--- src/rtl/booth_mult4_if.sv ---
// booth_mult4_if: start/busy/done handshake and operand/product bus for booth_mult4.
// Optional BOOTH_MAG_OUT_EN adds the neg/mag display outputs.
//
// Handshake: the master drives start with a/b. A request is accepted on a rising
// edge only while the unit is idle (busy=0). busy stays high from the accepting
// edge until the cycle after done. done is a one-cycle pulse, and product is
// valid from that cycle onward. start is ignored while busy=1 and is not queued.
interface booth_mult4_if;
  logic       start;
  logic [3:0] a;
  logic [3:0] b;
  logic       busy;
  logic       done;
  logic [7:0] product;
  logic [1:0] dbg_state;
`ifdef BOOTH_MAG_OUT_EN
  logic       neg;
  logic [6:0] mag;

  modport master (output start, a, b,
                  input  busy, done, product, dbg_state, neg, mag);
  modport slave  (input  start, a, b,
                  output busy, done, product, dbg_state, neg, mag);
`else
  modport master (output start, a, b,
                  input  busy, done, product, dbg_state);
  modport slave  (input  start, a, b,
                  output busy, done, product, dbg_state);
`endif
endinterface

--- src/rtl/booth_mult4.sv ---
// booth_mult4: sequential radix-2 Booth multiplier, 4-bit signed x 4-bit signed
// -> 8-bit signed product. Four RUN steps follow the accepting edge. product is
// loaded on the last step and is held until the next completion or until reset.
// Optional macro BOOTH_MAG_OUT_EN: adds registered neg/mag outputs (sign and |product|).
module booth_mult4 (
  input  logic         clk,
  input  logic         rst,
  booth_mult4_if.slave bus
);

  typedef enum logic [1:0] {
    IDLE = 2'd0,
    RUN  = 2'd1,
    DONE = 2'd2
  } state_t;

  state_t     state_q, state_d;
  logic       busy_q, done_q;

  // Datapath: 5-bit accumulator and multiplicand, so that -M for M=-8 fits.
  logic [4:0] m_q;
  logic [4:0] acc_q;
  logic [3:0] q_q;
  logic       qm1_q;
  logic [1:0] cnt_q;
  logic [7:0] product_q;

  logic [4:0] acc_sum;
  logic [4:0] acc_n;
  logic [3:0] q_n;
  logic       qm1_n;
  logic [7:0] prod_next;
  logic       last_step;

`ifdef BOOTH_MAG_OUT_EN
  logic       neg_q;
  logic [6:0] mag_q;
  logic [7:0] prod_negated;
`endif

  assign last_step = (state_q == RUN) && (cnt_q == 2'd3);

  // Next-state logic for the IDLE -> RUN x4 -> DONE -> IDLE sequence.
  always_comb begin
    state_d = state_q;
    case (state_q)
      IDLE:    if (bus.start) state_d = RUN;
      RUN:     if (cnt_q == 2'd3) state_d = DONE;
      DONE:    state_d = IDLE;
      default: state_d = IDLE;
    endcase
  end

  // One Booth step: add/subtract M by {Q[0], q-1}, then arithmetic shift {A,Q,q-1}.
  always_comb begin
    acc_sum = acc_q;
    case ({q_q[0], qm1_q})
      2'b01:   acc_sum = acc_q + m_q;
      2'b10:   acc_sum = acc_q - m_q;
      default: acc_sum = acc_q;
    endcase
    acc_n     = {acc_sum[4], acc_sum[4:1]};
    q_n       = {acc_sum[0], q_q[3:1]};
    qm1_n     = q_q[0];
    // A[4] equals A[3] after the final step, so dropping it is exact.
    prod_next = {acc_n[3:0], q_n};
  end

`ifdef BOOTH_MAG_OUT_EN
  // Two's-complement negation for the magnitude output; |-56..64| fits in 7 bits.
  always_comb begin
    prod_negated = ~prod_next + 8'd1;
  end
`endif

  // State register with registered busy/done, so there is no input-to-output path.
  always_ff @(posedge clk) begin
    if (rst) begin
      state_q <= IDLE;
      busy_q  <= 1'b0;
      done_q  <= 1'b0;
    end else begin
      state_q <= state_d;
      busy_q  <= (state_d != IDLE);
      done_q  <= last_step;
    end
  end

  // Datapath registers: load on acceptance, step in RUN, capture the result on the last step.
  always_ff @(posedge clk) begin
    if (rst) begin
      m_q       <= 5'd0;
      acc_q     <= 5'd0;
      q_q       <= 4'd0;
      qm1_q     <= 1'b0;
      cnt_q     <= 2'd0;
      product_q <= 8'h00;
`ifdef BOOTH_MAG_OUT_EN
      neg_q     <= 1'b0;
      mag_q     <= 7'd0;
`endif
    end else begin
      case (state_q)
        IDLE: begin
          if (bus.start) begin
            m_q   <= {bus.a[3], bus.a};
            acc_q <= 5'd0;
            q_q   <= bus.b;
            qm1_q <= 1'b0;
            cnt_q <= 2'd0;
          end
        end
        RUN: begin
          acc_q <= acc_n;
          q_q   <= q_n;
          qm1_q <= qm1_n;
          cnt_q <= cnt_q + 2'd1;
          if (cnt_q == 2'd3) begin
            product_q <= prod_next;
`ifdef BOOTH_MAG_OUT_EN
            neg_q     <= prod_next[7];
            mag_q     <= prod_next[7] ? prod_negated[6:0] : prod_next[6:0];
`endif
          end
        end
        default: begin
        end
      endcase
    end
  end

  assign bus.busy      = busy_q;
  assign bus.done      = done_q;
  assign bus.product   = product_q;
  assign bus.dbg_state = state_q;
`ifdef BOOTH_MAG_OUT_EN
  assign bus.neg       = neg_q;
  assign bus.mag       = mag_q;
`endif

endmodule
--- src/flat_wrapper.sv ---
// flat-port wrapper written by rule: the top's interface ports become plain ports
module booth_mult4_flat 
  (clk, rst, bus_start, bus_a, bus_b, bus_busy, bus_done, bus_product, bus_dbg_state);
  booth_mult4_if bus_i ();
  input  logic clk;
  input  logic rst;
  input wire logic [$bits(bus_i.start)-1:0] bus_start;
  input wire logic [$bits(bus_i.a)-1:0] bus_a;
  input wire logic [$bits(bus_i.b)-1:0] bus_b;
  output wire logic [$bits(bus_i.busy)-1:0] bus_busy;
  output wire logic [$bits(bus_i.done)-1:0] bus_done;
  output wire logic [$bits(bus_i.product)-1:0] bus_product;
  output wire logic [$bits(bus_i.dbg_state)-1:0] bus_dbg_state;
  assign bus_i.start = bus_start;
  assign bus_i.a = bus_a;
  assign bus_i.b = bus_b;
  assign bus_busy = bus_i.busy;
  assign bus_done = bus_i.done;
  assign bus_product = bus_i.product;
  assign bus_dbg_state = bus_i.dbg_state;
  booth_mult4 u_core (.clk(clk), .rst(rst), .bus(bus_i));
endmodule
--- config.mk ---
export PLATFORM = sky130hd
export DESIGN_NAME = booth_mult4_flat
export DESIGN_NICKNAME = d
export VERILOG_FILES = /design/src/rtl/booth_mult4_if.sv /design/src/rtl/booth_mult4.sv /design/src/flat_wrapper.sv
export SDC_FILE = /design/constraint.sdc
export NUM_CORES = 1
export LEC_CHECK = 0
export ABC_AREA = 1
export CORE_MARGIN = 5
export CORE_UTILIZATION = 45
export CTS_BUF_LIST = sky130_fd_sc_hd__clkbuf_8
export CTS_CLUSTER_SIZE = 8
export DETAILED_ROUTE_END_ITERATION = 8
export PLACE_DENSITY = 0.72
export SLEW_MARGIN = 20
export SYNTH_ARGS = -nofsm -noshare
export SYNTH_HDL_FRONTEND = slang
export SYNTH_SLANG_ARGS = --single-unit
--- constraint.sdc ---
create_clock -name clk -period 2.05 [get_ports clk]
set_input_delay 0.41 -clock clk [delete_from_list [all_inputs] [get_ports clk]]
set_output_delay 0.41 -clock clk [all_outputs]
set_load 0.1 [all_outputs]
==> Word-level counts from Yosys, hierarchy flattened <==
Cells that the tools add are included.
Widths: inputs -> output; s select.
{ "word_totals": {"ff_bits": 28, "in_bits": 11, "output_inout_bits": 12, "wordCells": 36} }
{ "op_classes": {"add_sub_neg": 3, "eq_ne": 5, "muxes": 12, "reduce_logical": 7} }
{ "ops": {"columns": ["op", "n"], "rows": [
  ["$pmux 5 s2", 2],
  ["$pmux 2 s2", 2],
  ["$pmux 4 s2", 1],
  ["$mux 2", 3],
  ["$reduce_and 2->1", 3],
  ["$add 5x5->5", 1],
  ["$mux 5", 1],
  ["$sub 5x5->5", 1],
  ["$eq 2x1->1 const B", 2],
  ["$eq 2x2->1 const B", 2],
  ["$mux 4", 1],
  ["$reduce_bool 2->1", 2],
  ["$add 2x1->2 const B", 1],
  ["$logic_not 2->1", 1],
  ["$ne 2x2->1 const B", 1],
  ["$pmux 1 s2", 1],
  ["$logic_and 1x1->1", 1],
  ["$mux 1", 1]
]} }

==> Depth between registers and ports, before layout <==
Gate-level depths: netlist of the first run.
{ "logic_depth": {"depth_word": 4, "depth_mapped": 15, "ltp_nobuf": 15} }

==> Worst setup path after synthesis of the first run <==
No wires, ideal clock.
{ "synth_path": {"kind": "reg-to-reg", "startpoint": "register u_core.state_q[1] (netlist: u_core.bus.dbg_state[1])", "endpoint": "register u_core.q_q[0]", "setup_ps": 119, "arrival_ps": 1857, "required_ps": 1931, "path_slack_ps": 74, "path_stages_with_launch": 8, "n_path_buf": 0, "cell_sequence": "dfxtp_1 inv_1 nand2_1 nor2_4 nor2_4 inv_2 o21ai_0 a21oi_1"} }
{ "synth_via": {"elab_chain_cells": 3, "word_cells_on_any_way": 6, "cone_classes": "2 x eq/ne; 1 x mux; 3 x reduce/logical"} }
{ "synth_lines": {"columns": ["element", "line_no", "text"], "rows": [
  ["start: declaration", "booth_mult4.sv:17", "state_t state_q, state_d;"],
  ["start signal: assignment", "booth_mult4.sv:83", "state_q <= state_d;"],
  ["$eq 2x1->1 / $logic_not 2->1 (equally long branches)", "booth_mult4.sv:103", "case (state_q)"],
  ["$reduce_bool 2->1 (no source line) / $ne 2x2->1 (equally long branches)", null, null],
  ["$reduce_and 2->1 (no source line)", null, null],
  ["end signal: assignment", "booth_mult4.sv:108", "q_q <= bus.b;"],
  ["end signal: assignment", "booth_mult4.sv:115", "q_q <= q_n;"],
  ["end: declaration", "booth_mult4.sv:23", "logic [3:0] q_q;"]
]} }
Parallel ways exist; a longest one is shown, timed or not.
A chain may end at the register's enable or synchronous reset.

==> Worst setup path in the final report of the first run <==
{ "layout_path": {"startpoint": "register u_core.qm1_q", "endpoint": "register u_core.product_q[7] (netlist: u_core.bus.product[7])"} }
{ "layout_via": {"elab_chain_cells": 2, "word_cells_on_any_way": 3, "cone_classes": "2 x eq/ne; 1 x mux"} }
{ "layout_lines": {"columns": ["element", "line_no", "text"], "rows": [
  ["start: declaration", "booth_mult4.sv:24", "logic qm1_q;"],
  ["start signal: assignment", "booth_mult4.sv:116", "qm1_q <= qm1_n;"],
  ["$eq 2x2->1 / $eq 2x1->1 (equally long branches)", "booth_mult4.sv:57", "case ({q_q[0], qm1_q})"],
  ["$pmux 5 s2 (*)", "booth_mult4.sv:57", null],
  ["end signal: assignment", "booth_mult4.sv:119", "product_q <= prod_next;"],
  ["end: declaration", "booth_mult4.sv:26", "logic [7:0] product_q;"]
]} }
Every way passes the cells marked *; elsewhere a longest branch is shown, timed or not.

==> results summary, run 1 <==
The run finished with clean final reports. Summing the sequential cell areas from Yosys gives 38.9% of the chip area. The path with the worst hold slack has its endpoint at u_core.acc_q[0]$_SDFFE_PP0P_. The number of iterations in the first detailed-routing pass came out at 4. At the later pin of the worst-skew pair, clock insertion delay measures 270 ps. The adder and majority gate portion of the synthesized area is 7.75%. The die height came out at 65.6 um.

The number of inserted filler cells in the final layout came out at 278. The detail route stage leaves a number of antenna-violating nets equal to 0. The number of flops mapped to enable cells by yosys is 0. The core box area came out at 3000 sq um. The count of final max-slew check failures is 0.

The total nets after synthesis came out at 199. The number of buffer cells added on primary ports is 22. The global-route wire length before repair is 5.08 mm. The number of synthesized register bits is 27. The yosys synthesis warning count came out at 0.

The setup TNS is 0 ps. The async set-or-reset flop fraction in the synthesized netlist came out at 0%. The total power per unit cell area is 712 nW/um^2. The total number of nets in the final design is 229. The count of H-tree levels built during CTS is 1. The xor and xnor area share after synthesis came out at 0.631%. The routed via count came out at 1,261. Clock-pin slew was measured on the worst setup and hold paths at 100 ps. The number of hold violations in the final report is 0. Ranked by total cell area, the synthesized netlist is headed by dfxtp_1, nand2_1, inv_1. The worst hold path passes through 2 cells. The maximum number of buffers from clock root to sink came out at 2.

The number of cells on the worst reg-to-reg path is 15. The count of routing violations after the opening detailed-route iteration came out at 60. By area, the combinational part of the netlist is dominated by simple AND/OR/NAND/NOR gates. The half-perimeter wire length after placement is 2.17 mm. The max capacitance violation total is 0. The share of cell area taken by muxes after synthesis is 0%. The post-detailed-route via-to-cell ratio came out at 5.21.

23 I/O pins were placed. The slew at the pin with the worst max-slew slack is 375 ps. The critical path data arrival time is 2210 ps. The initial antenna violation count came to 0. The fraction of layout instances using a drive strength above 1 came out at 27.8%. The fmax is 0.494 GHz. The overall overflow remaining after global route came out at 0.

The share of the synthesized area in compound gates (AO/OA/AOI/OAI) came out at 19.6%. The worst register-to-register path has a setup slack of 30 ps. In this run the critical register-to-register path is captured at u_core.bus.product[7]$_SDFFE_PP0P_. From left edge to right edge, the die measures 65.6 um. After synthesis the cells add up to 1390 sq um. Setup repair after global routing could not meet its margin everywhere.

For the worst setup path, the data required time is 2230 ps. Setup violations remaining at the end of the flow were counted as 0. The total die area came out at 4300 sq um. The number of remaining DRC errors came out at 0. The max-slew headroom at the worst pin came out at 74.9%. The number of global-route vias before repair is 1,213. The number of buffers inserted during clock tree synthesis came out at 3. The initialized floorplan defines 20 standard-cell rows. The path class of the tightest hold or removal check is reg2reg. In this run the most critical hold path is launched from u_core.acc_q[0]$_SDFFE_PP0P_. The synthesized netlist contains 26 unique library cells. The total number of clock tree sinks is 27. The detail-routed net length per standard cell is 13.4 um. The final clock period utilization by the worst path is 98.7%. TritonCTS built the clock tree. Of all cell types, the one taking the most synthesized area is dfxtp_1. The post-synthesis to final-layout area growth is 29.4%. nand2_1 is the most common cell in the netlist. The placed standard-cell area is 1630 sq um. Counting every instance in the synthesized netlist gives 180.

The startpoint identified for the worst register-to-register timing path is u_core.qm1_q$_SDFFE_PP0P_. The routed design could run at a clock period as short as 2020 ps. With fillers left out, the area of the finished cells amounts to 1800 sq um. The largest fanout of any net on the critical path came out at 5. For the final database, setup skew stands at 2.32 ps. The share of the synthesized area in the top cell type came out at 38.9%.

At the end of routability-driven placement, the weighted congestion stood at 0.818. The global-route total usage across every layer came out at 14.9%. STA classifies the critical path endpoint as a flop.

The most used flip-flop cell after synthesis is dfxtp_1. Clock tree synthesis selected as its root buffer the cell clkbuf_8. The total wire length after detailed routing came out at 3.24 mm. The worst-case IR drop observed on VDD is 374 uV. Buffers inserted to repair hold after CTS numbered 0. Ranked by instance count, the synthesized netlist is headed by nand2_1, dfxtp_1, inv_1, o21ai_0, a21oi_1. The analysis attributes to cell leakage a power of 0.772 nW.

The worst setup path is of the reg2reg kind. The fraction of the mapped netlist area in simple logic gates is 21.9%. The initial standard-cell utilization of the core is 46.3%. The worst setup path is launched from a flop. The number of antenna cells inserted is 0. The mean instance size in the synthesized netlist is 7.72 sq um. The maximum number of pins on one net before global-route repair is 17.
[worst max-delay path: stages, from the launching register on]
cell and delay, ps:
dfxtp_2 350, inv_2 40, ha_4 170, a31oi_4 150, xor2_1 170, inv_1 90, ha_4 300, nand2_4 50
nor2_4 90, nor2_2 40, nand2_1 80, nand3_1 70, nand2_1 80, nand2_2 70, o21ai_2 120, inv_1 40
[routing by layer]
metal,vias up,part of all wire (%),track usage [%]
li1,642,-,-
met3,4,2.7,2.74
met1,595,44,18.2
met4,0,1.2,4.66
met5,-,0,0
met2,20,52,26.2
[through the flow]
stage	setup WS [ps]	total power [W]	hold WS, ps	instances	utilization [%]
after floorplan	73.9	0.000802	432	180	-
after global placement	-7.56	0.000874	447	236	54.3
after detailed placement	-45.8	0.000882	461	236	54.3
after CTS	42.6	0.00121	481	241	56.8
after global routing	-73.5	0.00133	496	242	59.8
final	26.4	0.00128	482	242	59.8
[cells by family (layout without fill, tap and decap cells)]
family,after synthesis,in the layout
AO/OA/AOI/OAI,46,46
XOR/XNOR,1,1
adder cells (fa/ha/maj),8,8
buffers and inverters,33,62
flip-flops,27,27
AND/OR/NAND/NOR,65,65
[area by class of cell]
cell class	count	area [sq um]	share of cell area (%)
clock buffers	3	41.3	2.30
clock inverters	1	7.51	0.418
inverters	29	114	6.34
multi-input cells	120	790	43.9
flip-flops and latches	27	544	30.3
well taps	33	41.3	2.30
repair buffers	29	259	14.4
[placed cells by master (no fill, tap or decap), drive strengths merged, types with 2 or more instances in the layout]
| cell | n |
|---|---|
| nand2 | 40 |
| a221oi | 2 |
| clkbuf | 3 |
| clkdlybuf4s50 | 10 |
| buf | 19 |
| nor2 | 14 |
| a21oi | 18 |
| dfxtp | 27 |
| o21a | 3 |
| o21ai | 21 |
| ha | 7 |
| inv | 29 |
| nand3 | 10 |
[worst max path at each step]
stage                     depth (start not counted)                            endpoint                               start
after global routing                             14  u_core.bus.product[7]$_SDFFE_PP0P_          u_core.m_q[2]$_SDFFE_PP0P_
after CTS                                        15  u_core.bus.product[7]$_SDFFE_PP0P_           u_core.qm1_q$_SDFFE_PP0P_
final                                            15  u_core.bus.product[7]$_SDFFE_PP0P_           u_core.qm1_q$_SDFFE_PP0P_
after detailed placement                         15        u_core.acc_q[3]$_SDFFE_PP0P_           u_core.qm1_q$_SDFFE_PP0P_
after floorplan                                   7          u_core.q_q[0]$_SDFFE_PP0P_  u_core.bus.dbg_state[1]$_SDFF_PP0_
after global placement                           15  u_core.bus.product[7]$_SDFFE_PP0P_           u_core.qm1_q$_SDFFE_PP0P_
[report_power, final]
group | switching [W] | internal, W
registers | 0.0000229 | 0.000550
logic | 0.000226 | 0.000166
clock network | 0.000176 | 0.000138
total | 0.000425 | 0.000854
[flip-flops by register name (all words and copies together), names as in the netlist]
name / count
u_core.qm1_q: 1
u_core.acc_q: 4
u_core.m_q: 4
u_core.cnt_q: 2
u_core.bus.product: 8
u_core.bus.dbg_state: 2
u_core.bus.done: 1
u_core.q_q: 4
u_core.bus.busy: 1
[timing repair]
item	CTS	global route
endpoints found under the setup margin	4	7
pin swaps	2	10
hold endpoints to repair	0	0
gates resized for setup	5	21
buffers inserted	1	1
No activity file was read; power rests on OpenSTA's default activity.
==> run 2: changes to the inputs <==
- CAP_MARGIN: unset -> 20
==> results of run 2 <==
The final DEF is identical to that of run 1; final timing and power are the same.
==> run 3: changes to the inputs <==
==> constraint.sdc (replaced) <==
create_clock -name clk -period 2.05 [get_ports clk]
set_input_delay 0.205 -clock clk [delete_from_list [all_inputs] [get_ports clk]]
set_output_delay 0.205 -clock clk [all_outputs]
set_load 0.1 [all_outputs]
==> run 3 against run 2 <==
  * Non-clock buffer count is the same
  * Critical endpoint unchanged
  * Combinational power shrank 8.2%
  * Sequential share of layout area grew 0.44 points
  * Largest cell class unchanged
==> results summary, run 3 (same netlist as run 1, synthesis figures left out) <==
The slowest stage of the critical path belongs to the cell dfxtp_2. The area of all placed cells without fillers came out at 1770 sq um. The final clock period utilization by the worst path is 97.6%. The class of the most critical setup path is reg2reg. The total number of nets in the final design is 229. The total power per unit cell area came out at 698 nW/um^2.

The setup slack of the critical path after layout came out at 48.4 ps. After clock tree synthesis, the clock-pin slew on the worst setup and hold paths is 90 ps. Static timing analysis puts the maximum clock frequency at 0.500 GHz. The register with the most flip-flops in the layout has 8 of them. The post-route netlist has 26.3% of its cells at a drive strength greater than 1. The clock skew after layout came out at 2.50 ps. In this run the cell area measured after placement is 1620 sq um. The die covers 4300 sq um.

The maximum number of pins on one net before global-route repair came out at 17. The total wire length after detailed routing came out at 2.94 mm. Headroom to the max-slew limit came out at 72.3%.

The overall overflow remaining after global route is 0. The run finished with clean final reports. Data on the critical path is required at its endpoint by 2230 ps. The highest ir drop seen on vdd is 510 uV. The initial antenna violation count is 0. The count of final max-slew check failures is 0.

The met2 track demand over resource in global routing is 26.7%. The most critical setup path has its startpoint at u_core.qm1_q$_SDFFE_PP0P_. The min-delay analysis places its worst path in the category reg2reg. The number of global-route vias before repair is 1,211. The maximum number of buffers from clock root to sink came out at 2. The final weighted congestion in routability-driven placement came out at 0.817.

The number of remaining DRC errors came out at 0. The core box area came out at 3000 sq um. The number of hold violations in the final report came out at 0.

In the global route stage, met3 resource usage came out at 2.22%. The first global-routing pass estimated 5.07 mm of wire. The cell sitting at the root of the clock tree is a clkbuf_8. Setup violations remaining at the end of the flow were counted as 0. For this configuration, the core starts out at a cell density of 46.3%. The detail-routed net length per standard cell is 12.1 um. The total number of clock tree sinks came out at 27. The critical path data arrival time is 2180 ps.

In this run the number of H-tree levels came out at 1. At the placement stage, the worst setup path has a slack of -55.7 ps. The max capacitance violation total came out at 0. The termination of the worst setup path is u_core.bus.product[7]$_SDFFE_PP0P_. The count of buffers added on input and output ports is 22. The worst register-to-register path ends at u_core.bus.product[7]$_SDFFE_PP0P_. The delay of the slowest cell on the worst path came out at 340 ps. The number of antenna cells inserted is 0. The post-detailed-route via-to-cell ratio came out at 5.10. The worst path needs 2000 ps of the cycle, external delays included. Summed over all cells, the static leakage comes to 0.763 nW. For the worst-skew pair, the clock arrives at the later sink with an insertion delay of 270 ps.

The slew at the pin with the worst max-slew slack came out at 415 ps. Setup repair after global routing could not meet its margin everywhere. The startpoint identified for the worst register-to-register timing path is u_core.qm1_q$_SDFFE_PP0P_. The die is 65.6 um tall. The library cells used most frequently in the layout, excluding fill and tap cells, are nand2_1, inv_1, dfxtp_1. Global routing consumed, on the met1 layer, 17.6% of the routing resources.

Of all nets on the critical path, the largest fanout is 4. For the worst flop-to-flop path, the logic depth is 15. The floorplan die width is 65.6 um. TritonCTS built the clock tree. The register-to-register setup slack came out at 50 ps. The number of buffers inserted during clock tree synthesis is 3. 23 I/O pins were placed. The global-route total usage across every layer is 14.7%.

The half-perimeter wire length after placement came out at 2.21 mm. The routed layout has 1,234 vias. In this run, the number of DRC markers left after iteration 0 of detailed routing was 42. After global routing, the most crowded layer is met2. Relative to the synthesized area, the layout overhead comes to 27.2%. The kind of launch point of the worst setup path is a flop.

The library cell used most frequently in the layout, excluding fill and tap cells, is nand2_1. The number of routed nets with antenna violations came out at 0. The endpoint class of the critical path is a flop. The first TritonRoute pass finished after 4 iterations. The critical path goes through inv_2 -> ha_4 -> a31oi_4 -> xor2_1 -> inv_1 -> ha_4 -> nand2_2 -> nor2_2 -> nor2_1 -> nand2_1 -> nand3_1 -> nand2_1 -> nand2_2 -> o21ai_2 -> inv_1.

The number of rows created at floorplan is 20.
## run 3: cell counts in the layout (fill, tap and decap cells not counted)
No cell type changed its count.
## run 3: worst min-delay path by stage
stage	startpoint	end	slack, ps	depth (start not counted)
floorplan	rst	u_core.bus.done$_SDFF_PP0_	280	1
global route	u_core.cnt_q[0]$_SDFFE_PP0P_	u_core.cnt_q[0]$_SDFFE_PP0P_	490	1
CTS	u_core.qm1_q$_SDFFE_PP0P_	u_core.qm1_q$_SDFFE_PP0P_	470	2
global placement	u_core.qm1_q$_SDFFE_PP0P_	u_core.qm1_q$_SDFFE_PP0P_	450	2
finish	u_core.cnt_q[0]$_SDFFE_PP0P_	u_core.cnt_q[0]$_SDFFE_PP0P_	470	1
detailed placement	u_core.qm1_q$_SDFFE_PP0P_	u_core.qm1_q$_SDFFE_PP0P_	460	2
## run 3: per-layer routing
layer	wire length, um	share of wire [%]
met2	1580	54
met4	16	0.54
met1	1290	44
met3	56	1.9
met5	0	0
## run 3: critical path, delay by kind of cell, from the launching register on
family,cells,cell delay (ps)
xor+xnor,1,160
compound gates,2,260
simple gates,7,500
flops,1,340
fa+ha+maj,2,450
buf+inv,3,170
## run 3: stage by stage
stage / cells / total power (W) / utilization [%] / TNS [ps] / hold slack (ps)
2_1_floorplan: 180 / 0.000802 / - / 0 / 281
3_3_place_gp: 236 / 0.000868 / 53.8 / -7.75 / 447
3_5_place_dp: 236 / 0.000876 / 53.8 / -103 / 456
4_1_cts: 240 / 0.00119 / 56.0 / 0 / 470
5_1_grt: 242 / 0.00131 / 58.8 / -218 / 491
6_report: 242 / 0.00123 / 58.8 / 0 / 470
## run 3: cell type report
cell class	count	area, sq um
clock buffer	3	41.3
clock inverter	1	7.51
fill	294	1240
inverter	29	114
multi-input combinational	120	777
sequential	27	543
tap	33	41.3
timing repair buffer	29	243
## run 3: what timing repair did
action,in CTS,in global routing
cloned,0,0
hold buffers,0,0
buffers inserted,0,2
pin swaps,1,10
endpoints found under the setup margin,3,5
gates resized for setup,3,17
## run 3: report_power, final
group	switching (W)	leakage, nW	total (W)	internal, W
clock	0.000166	0.0217	0.000304	0.000138
combinational	0.000207	0.520	0.000360	0.000152
sequential	0.0000211	0.221	0.000570	0.000549
total	0.000395	0.763	0.00123	0.000839
